`src/rtl/mem_arbiter_pkg.sv`:
```
// Shared encodings for the memory-port arbiter: FSM states, requester IDs, arbitration modes.
package mem_arbiter_pkg;

    typedef enum logic [1:0] {
        ST_IDLE = 2'b00,
        ST_BUSY = 2'b01,
        ST_RESP = 2'b10
    } state_t;

    typedef enum logic {
        REQ_IF = 1'b0,
        REQ_LS = 1'b1
    } req_id_t;

    localparam logic ARB_FIXED = 1'b0;
    localparam logic ARB_RR    = 1'b1;

endpackage

```
`src/rtl/mem_arbiter_pick.sv`:
```
// Two-way request picker: fixed LS-first or round-robin against the last grant.
// Purely combinational; a lone requester always wins.
module mem_arbiter_pick
    import mem_arbiter_pkg::*;
(
    input  logic    if_req,
    input  logic    ls_req,
    input  req_id_t last_grant,
    input  logic    mode,
    output logic    valid,
    output req_id_t winner
);

    always_comb begin
        valid  = if_req | ls_req;
        winner = REQ_IF;
        if (ls_req)
            winner = REQ_LS;
        // On a tie in round-robin mode, whoever did not win last time goes first.
        if (mode == ARB_RR && if_req && ls_req) begin
            if (last_grant == REQ_LS)
                winner = REQ_IF;
            else
                winner = REQ_LS;
        end
    end

endmodule

```
`src/rtl/mem_arbiter.sv`:
```
// Shares one memory port between IF and LS: gnt/mem_req one cycle after arbitration, rvalid one cycle after ack/timeout.
// Requesters hold req until gnt; losers wait through BUSY/RESP with no queueing or preemption.
module mem_arbiter
    import mem_arbiter_pkg::*;
#(
    parameter  int ADDR_WIDTH     = 32,
    parameter  int DATA_WIDTH     = 32,
    parameter  int ARB_MODE       = 1,
    parameter  int TIMEOUT_CYCLES = 64,
    localparam int BE_W           = DATA_WIDTH / 8
) (
    input  logic                  mem_arbiter_clock_in,
    input  logic                  mem_arbiter_reset_in,
    input  logic                  if_req_in,
    input  logic [ADDR_WIDTH-1:0] if_addr_in,
    output logic                  if_gnt_out,
    output logic                  if_rvalid_out,
    output logic [DATA_WIDTH-1:0] if_rdata_out,
    output logic                  if_err_out,
    input  logic                  ls_req_in,
    input  logic                  ls_we_in,
    input  logic [BE_W-1:0]       ls_be_in,
    input  logic [ADDR_WIDTH-1:0] ls_addr_in,
    input  logic [DATA_WIDTH-1:0] ls_wdata_in,
    output logic                  ls_gnt_out,
    output logic                  ls_rvalid_out,
    output logic [DATA_WIDTH-1:0] ls_rdata_out,
    output logic                  ls_err_out,
    output logic                  mem_req_out,
    output logic                  mem_we_out,
    output logic [BE_W-1:0]       mem_be_out,
    output logic [ADDR_WIDTH-1:0] mem_addr_out,
    output logic [DATA_WIDTH-1:0] mem_wdata_out,
    input  logic                  mem_ack_in,
    input  logic [DATA_WIDTH-1:0] mem_rdata_in
);

    localparam logic       PICK_MODE = (ARB_MODE != 0) ? ARB_RR : ARB_FIXED;
    // Counter value seen in the last BUSY cycle before giving up.
    localparam logic [7:0] TO_LAST   = 8'((TIMEOUT_CYCLES == 0) ? 0 : TIMEOUT_CYCLES - 1);

    state_t          state_q, state_d;
    req_id_t         owner_q, last_grant_q, winner;
    logic            pick_vld;
    logic [7:0]      cnt_q;
    logic            timeout_hit;

    mem_arbiter_pick u_pick (
        .if_req     (if_req_in),
        .ls_req     (ls_req_in),
        .last_grant (last_grant_q),
        .mode       (PICK_MODE),
        .valid      (pick_vld),
        .winner     (winner)
    );

    assign timeout_hit = (TIMEOUT_CYCLES != 0) && (cnt_q == TO_LAST);

    always_ff @(posedge mem_arbiter_clock_in or posedge mem_arbiter_reset_in) begin
        if (mem_arbiter_reset_in)
            state_q <= ST_IDLE;
        else
            state_q <= state_d;
    end

    always_comb begin
        state_d = state_q;
        case (state_q)
            ST_IDLE: if (pick_vld) state_d = ST_BUSY;
            ST_BUSY: if (mem_ack_in || timeout_hit) state_d = ST_RESP;
            ST_RESP: state_d = ST_IDLE;
            default: state_d = ST_IDLE;
        endcase
    end

    always_ff @(posedge mem_arbiter_clock_in or posedge mem_arbiter_reset_in) begin
        if (mem_arbiter_reset_in) begin
            owner_q       <= REQ_IF;
            last_grant_q  <= REQ_LS;
            cnt_q         <= '0;
            if_gnt_out    <= 1'b0;
            ls_gnt_out    <= 1'b0;
            if_rvalid_out <= 1'b0;
            ls_rvalid_out <= 1'b0;
            if_rdata_out  <= '0;
            ls_rdata_out  <= '0;
            if_err_out    <= 1'b0;
            ls_err_out    <= 1'b0;
            mem_req_out   <= 1'b0;
            mem_we_out    <= 1'b0;
            mem_be_out    <= '0;
            mem_addr_out  <= '0;
            mem_wdata_out <= '0;
        end else begin
            if_gnt_out    <= 1'b0;
            ls_gnt_out    <= 1'b0;
            if_rvalid_out <= 1'b0;
            ls_rvalid_out <= 1'b0;
            case (state_q)
                ST_IDLE: begin
                    if (pick_vld) begin
                        owner_q      <= winner;
                        last_grant_q <= winner;
                        cnt_q        <= '0;
                        mem_req_out  <= 1'b1;
                        if (winner == REQ_LS) begin
                            ls_gnt_out    <= 1'b1;
                            mem_we_out    <= ls_we_in;
                            mem_be_out    <= ls_be_in;
                            mem_addr_out  <= ls_addr_in;
                            mem_wdata_out <= ls_wdata_in;
                        end else begin
                            if_gnt_out    <= 1'b1;
                            mem_we_out    <= 1'b0;
                            mem_be_out    <= '1;
                            mem_addr_out  <= if_addr_in;
                            mem_wdata_out <= '0;
                        end
                    end
                end
                ST_BUSY: begin
                    cnt_q <= cnt_q + 8'd1;
                    // Ack wins over a timeout landing in the same cycle.
                    if (mem_ack_in || timeout_hit) begin
                        mem_req_out <= 1'b0;
                        if (owner_q == REQ_LS) begin
                            ls_rvalid_out <= 1'b1;
                            ls_err_out    <= !mem_ack_in;
                            ls_rdata_out  <= (mem_ack_in && !mem_we_out) ? mem_rdata_in : '0;
                        end else begin
                            if_rvalid_out <= 1'b1;
                            if_err_out    <= !mem_ack_in;
                            if_rdata_out  <= mem_ack_in ? mem_rdata_in : '0;
                        end
                    end
                end
                default: ;
            endcase
        end
    end

endmodule

```
`config.mk`:
```
export PLATFORM = sky130hd
export DESIGN_NAME = mem_arbiter
export DESIGN_NICKNAME = d
export VERILOG_FILES = /design/src/rtl/mem_arbiter_pkg.sv /design/src/rtl/mem_arbiter_pick.sv /design/src/rtl/mem_arbiter.sv
export SDC_FILE = /design/constraint.sdc
export NUM_CORES = 1
export LEC_CHECK = 0
export BUFFER_PORTS_ARGS = -buffer_cell sky130_fd_sc_hd__buf_4
export CORE_MARGIN = 2
export CORE_UTILIZATION = 50
export DETAILED_ROUTE_END_ITERATION = 10
export PLACE_DENSITY = 0.83
export SLEW_MARGIN = 15
export SYNTH_ARGS = -nofsm -noshare
export SYNTH_HDL_FRONTEND = slang
export SYNTH_HIERARCHICAL = 1
export SYNTH_SLANG_ARGS = --single-unit
export TNS_END_PERCENT = 50
```
`constraint.sdc`:
```
create_clock -name mem_arbiter_clock_in -period 15.25 [get_ports mem_arbiter_clock_in]
set_input_delay 3.05 -clock mem_arbiter_clock_in [delete_from_list [all_inputs] [get_ports mem_arbiter_clock_in]]
set_output_delay 3.05 -clock mem_arbiter_clock_in [all_outputs]
set_load 0.02 [all_outputs]
```
==> flow_summary.json, run 1 <==
{
  "status": "finished clean",
  "relSlewSlack_pct": 24.3,
  "cts_buffers": 17,
  "syn_area_sq_mm": 0.00676,
  "synth.distinct_cells": 45,
  "ys_ff_latch": 152,
  "fin_nets": 1054,
  "std_cell_rows": 42,
  "cts_setup_buffers": 0,
  "cpLargestDelayFamily": "buffers and inverters",
  "path_max_fanout": 105,
  "post_cts_resize_count": 0,
  "place_area_sq_mm": 0.00891,
  "ys_seq_area_share_pct": 56.3,
  "cp-end-kind": "flip-flop",
  "finalHoldViolations": 0,
  "synth.avg_cell_area_sq_um": 10.2,
  "finalCritPeriodShare_pct": 29.5,
  "final_cell_mix": "286 x buf_4, 151 x dfrtp_1, 107 x nand2_1",
  "maxCapViolCount": 0,
  "final_cell_area_sq_mm": 0.00957,
  "core_area_sq_mm": 0.0132,
  "dieWidth_um": 120,
  "maxSlewViolCount": 0,
  "grt_pass1_vias": 5632,
  "numClockSinks": 152,
  "hold_buffers": 0,
  "worstSkewPairLatency_ns": 0.41,
  "area_growth_pct": 41.5,
  "syn_inst": 662,
  "clk_pin_slew_ns": 0.06,
  "worst_slack_ns": 10.75,
  "dpl.hpwl_um": 12900,
  "die_y_um": 120,
  "gp_congestion": 0.834,
  "ir_drop_uv": 188,
  "path_cells": "buf_4 > or2_1 > or3b_4 > buf_4 > o311ai_0 > o41ai_1",
  "drt_iter0_markers": 549,
  "pre_cts_ws_ns": 10.36,
  "final_common_cell": "buf_4",
  "synth_fp_nets": 801,
  "setup_viol": 0,
  "crit_path_start_kind": "input pin",
  "grt_max_degree": 106,
  "ios": 278,
  "viasPerCell": 5.34,
  "yosysWarnings": 6,
  "cts_tree": "built",
  "clockBufferDepth": 2,
  "regArea_sq_mm": 0.00380,
  "vias": 5904,
  "synthArstFlopShare_pct": 100,
  "drc": 0,
  "multi_input_area_sq_mm": 0.00246,
  "holdCritPathClass": "flip-flop to flip-flop",
  "avgRoutedWirePerCell_um": 16.9,
  "p_total_uw": 2180,
  "clock.fmax_mhz": 222,
  "cpPeakStageDelay_ns": 0.70,
  "layout-drive-gt1-share_pct": 38.3,
  "rsz0062_at_grt": "no",
  "powerDensity_mw_per_mm2": 228,
  "grt-ovfl-total": 0,
  "synth_ff_type": "dfrtp_1",
  "num-fill-cells": 979,
  "criticalPathCategory": "input pin to flip-flop",
  "postRouteWirelength_um": 18600,
  "antenna_found_initial": 1,
  "firstDrtPassIters": 5,
  "p_leak_uw": 0.00498,
  "fin_skew_ns": 0.00858,
  "grt_usage_pct": 26.0,
  "grt_pass1_wl_um": 29300,
  "crit_top_cell": "buf_4",
  "root_buffer": "clkbuf_16",
  "cp.required_ns": 15.55,
  "htree_levels": 4,
  "min_period_ns": 4.50,
  "synth-edff-count": 0,
  "ant_nets": 0,
  "start_util_pct": 51.1,
  "portBuffers": 277,
  "cp_slowest_cell": "buf_4",
  "worst-path-buf-inv": 2,
  "tightest_slew_ns": 1.14,
  "worstPathArrival_ns": 4.81,
  "setup_tns_ns": 0,
  "die-area_sq_mm": 0.0145
}
-- per-stage QoR --
stage,hold WS (ns),instances,util [%]
after floorplan,0.437,662,-
after global placement,0.451,1072,67.3
after detailed placement,0.457,1072,67.3
after CTS,0.471,1104,72.2
after global routing,0.487,1105,72.2
final,0.465,1105,72.2
-- cell usage after synthesis (2+ instances only) --
cell / instances / area, sq um
a22o_1: 3 / 26.3
a22oi_1: 4 / 30.0
a22oi_2: 28 / 350
a31oi_1: 5 / 31.3
a32oi_1: 32 / 280
and3_1: 2 / 12.5
buf_2: 14 / 70.1
buf_4: 4 / 30.0
buf_6: 3 / 33.8
buf_8: 2 / 30.0
clkbuf_1: 28 / 105
dfrtp_1: 151 / 3780
inv_1: 72 / 270
mux2_2: 2 / 22.5
mux2i_1: 34 / 340
nand2_1: 107 / 402
nand3_1: 33 / 165
nand4_1: 2 / 12.5
nor2_1: 8 / 30.0
nor2b_1: 4 / 25.0
nor3_1: 2 / 10.0
o21ai_0: 59 / 295
o21ai_1: 39 / 195
o22a_1: 2 / 17.5
or3b_1: 2 / 17.5
-- worst reg2reg max path: cells and delay by family (launching register included) --
kind	cells	cell delay, ns
compound gates	1	0.19
simple gates	2	1.28
flops	1	0.62
-- registers in the layout, summed over array words and instances (netlist names) --
register / count
owner_q: 1
if_rvalid_out: 1
ls_rdata_out: 32
mem_be_out: 4
ls_rvalid_out: 1
last_grant_q: 1
if_err_out: 1
if_rdata_out: 32
ls_gnt_out: 1
cnt_q: 8
if_gnt_out: 1
ls_err_out: 1
mem_wdata_out: 32
mem_req_out: 1
state_q: 2
mem_we_out: 1
mem_addr_out: 32
-- final cells by class --
cell class                      count  area share, %
Clock buffer                       22           4.85
Multi-Input combinational cell    386           25.7
Antenna cell                        1         0.0262
Sequential cell                   152           39.8
Tap cell                          176           2.30
Timing Repair Buffer              286           22.4
Clock inverter                     10           2.00
Inverter                           72           2.88
-- final timing paths --
| path | from | end | slack (ns) | cells past startpoint |
|---|---|---|---|---|
| setup / recovery | ls_req_in | cnt_q[6]$_DFFE_PP0P_ | 10.75 | 6 |
| hold / removal | mem_wdata_out[2]$_DFFE_PP0P_ | mem_wdata_out[2]$_DFFE_PP0P_ | 0.47 | 2 |
| setup reg to reg | state_q[0]$_DFFE_PP0P_ | if_err_out$_DFFE_PP0P_ | 13.09 | 3 |
| hold reg to reg | mem_wdata_out[2]$_DFFE_PP0P_ | mem_wdata_out[2]$_DFFE_PP0P_ | 0.47 | 2 |
| max in group asynchronous | mem_arbiter_reset_in | mem_addr_out[24]$_DFFE_PP0P_ | 11.04 | 3 |
| min in group asynchronous | mem_arbiter_reset_in | ls_rdata_out[25]$_DFFE_PP0P_ | 2.74 | 2 |
-- logic make-up after synthesis --
kind of cell | synth area share (%)
AO/OA/AOI/OAI | 18.9
adder cells (fa/ha/maj) | 0.185
buffers and inverters | 8.05
flip-flops | 56.3
multiplexers | 5.37
other | 0.0555
AND/OR/NAND/NOR | 11.1
-- where the power goes --
part / leakage [uW] / switching, uW / internal (uW)
Clock: 0.000311 / 161 / 300
Combinational: 0.00291 / 575 / 413
Sequential: 0.00176 / 142 / 586
Total: 0.00498 / 878 / 1300
-- metal layers --
layer,up-vias,GRT usage (%),share of wire (%)
met5,-,0,0
met4,0,9.01,2.4
met3,26,7.78,8.8
met2,285,43.9,51
met1,2798,32.0,38
li1,2795,-,-
(Power assumes the default switching activity.)
==> run 2: changes to the inputs <==
--- a/config.mk
+++ b/config.mk
@@ -7,9 +7,9 @@
 export LEC_CHECK = 0
 export BUFFER_PORTS_ARGS = -buffer_cell sky130_fd_sc_hd__buf_4
 export CORE_MARGIN = 2
-export CORE_UTILIZATION = 50
+export CORE_UTILIZATION = 48
 export DETAILED_ROUTE_END_ITERATION = 10
-export PLACE_DENSITY = 0.83
+export PLACE_DENSITY = 0.8
 export SLEW_MARGIN = 15
 export SYNTH_ARGS = -nofsm -noshare
 export SYNTH_HDL_FRONTEND = slang
==> constraint.sdc (replaced) <==
create_clock -name mem_arbiter_clock_in -period 4.31 [get_ports mem_arbiter_clock_in]
set_input_delay 0.862 -clock mem_arbiter_clock_in [delete_from_list [all_inputs] [get_ports mem_arbiter_clock_in]]
set_output_delay 0.862 -clock mem_arbiter_clock_in [all_outputs]
set_load 0.02 [all_outputs]
==> flow_summary.json, run 2 (synthesized netlist as in run 1, its figures left out) <==
{
  "num-fill-cells": 1044,
  "relSlewSlack_pct": 24.3,
  "fin_skew_ns": 0.00967,
  "cpPeakStageDelay_ns": 0.88,
  "place_area_sq_mm": 0.00897,
  "core_area_sq_mm": 0.0138,
  "post_cts_resize_count": 0,
  "multi_input_area_sq_mm": 0.00246,
  "rsz0062_at_grt": "no",
  "clockBufferDepth": 2,
  "antenna_cells": 0,
  "clk_pin_slew_ns": 0.06,
  "firstDrtPassIters": 5,
  "grt_max_degree": 96,
  "die_y_um": 123,
  "ir_drop_uv": 600,
  "ios": 278,
  "cts_buffers": 17,
  "setup_viol": 0,
  "setup_tns_ns": 0,
  "std_cell_rows": 43,
  "layout-drive-gt1-share_pct": 38.6,
  "drt_iter0_markers": 487,
  "avgRoutedWirePerCell_um": 17.2,
  "final_common_cell": "buf_4",
  "drc": 0,
  "p_total_uw": 7650,
  "postRouteWirelength_um": 19100,
  "ant_nets": 0,
  "cts_setup_buffers": 0,
  "holdCritPathClass": "flip-flop to flip-flop",
  "start_util_pct": 48.9,
  "fin_nets": 1058,
  "root_buffer": "clkbuf_16",
  "portBuffers": 277,
  "grt-ovfl-total": 0,
  "maxCapViolCount": 0,
  "cp.required_ns": 4.66,
  "area_growth_pct": 41.8,
  "regArea_sq_mm": 0.00380,
  "final_cell_area_sq_mm": 0.00959,
  "die-area_sq_mm": 0.0151,
  "crit_path_start_kind": "input pin",
  "final_cell_mix": "288 x buf_4, 151 x dfrtp_1, 107 x nand2_1",
  "cp_slowest_cell": "or3b_4",
  "worstSkewPairLatency_ns": 0.42,
  "min_period_ns": 2.23,
  "status": "finished clean",
  "hold_buffers": 0,
  "grt_pass1_vias": 5790,
  "dieWidth_um": 123,
  "vias": 5949,
  "criticalPathCategory": "input pin to flip-flop",
  "tightest_slew_ns": 1.14,
  "gp_congestion": 0.862,
  "p_leak_uw": 0.00500,
  "finalCritPeriodShare_pct": 51.7,
  "worstPathArrival_ns": 2.58,
  "finalHoldViolations": 0,
  "path_cells": "buf_4 > or2_1 > or3b_4 > buf_4 > nand2_1 > nand2_1",
  "numClockSinks": 152,
  "antenna_found_initial": 0,
  "powerDensity_mw_per_mm2": 798,
  "maxSlewViolCount": 0,
  "cp-end-kind": "flip-flop",
  "clock.fmax_mhz": 449,
  "cpLargestDelayFamily": "simple AND/OR/NAND/NOR gates",
  "path_max_fanout": 95,
  "cts_tree": "built",
  "viasPerCell": 5.35,
  "htree_levels": 4,
  "worst-path-buf-inv": 2,
  "dpl.hpwl_um": 13500,
  "grt_pass1_wl_um": 29800,
  "grt_usage_pct": 25.9
}
==> run 2: worst min-delay path: stages (launching register included) <==
cell and delay (ns):
dfrtp_1 0.34, nand2_1 0.05, nand2_1 0.05
==> run 2: power by group <==
| group | switching [uW] | internal (uW) | leakage (uW) | total [uW] |
|---|---|---|---|---|
| combinational | 2020 | 1470 | 0.00293 | 3490 |
| sequential | 520 | 2070 | 0.00176 | 2590 |
| clock | 576 | 984 | 0.000304 | 1560 |
==> run 2: metrics by stage <==
step	util (%)	hold WS [ns]	cells	setup slack, ns
after detailed placement	64.9	0.457	1080	1.67
after CTS	69.3	0.470	1112	2.11
after global placement	64.9	0.454	1080	1.70
after global routing	69.3	0.491	1112	1.96
after floorplan	-	0.437	662	1.53
final	69.3	0.469	1112	2.08
==> run 2: path summary, 6_finish.rpt <==
check,from,to,slack [ns],cells after the start
max in group asynchronous,mem_arbiter_reset_in,if_rdata_out[16]$_DFFE_PP0P_,2.84,3
min,mem_wdata_out[10]$_DFFE_PP0P_,mem_wdata_out[10]$_DFFE_PP0P_,0.47,2
min in group asynchronous,mem_arbiter_reset_in,mem_addr_out[25]$_DFFE_PP0P_,0.63,2
max,ls_req_in,mem_wdata_out[2]$_DFFE_PP0P_,2.08,6
min reg2reg,mem_wdata_out[10]$_DFFE_PP0P_,mem_wdata_out[10]$_DFFE_PP0P_,0.47,2
max reg2reg,state_q[0]$_DFFE_PP0P_,if_rdata_out[27]$_DFFE_PP0P_,2.11,3
==> run 2: final cells by class <==
class	count	area share [%]
clock inverter	12	1.81
timing repair buffer	290	23.0
sequential	152	39.7
clock buffer	20	4.66
multi-input combinational	386	25.7
tap	180	2.35
inverter	72	2.86
==> run 2: routing by layer <==
metal	vias to the layer above	GRT usage [%]	wire length, um
li1	2801	-	-
met1	2854	30.7	7240
met2	254	43.6	9750
met3	40	7.20	1470
met4	0	11.7	686
met5	-	0	0
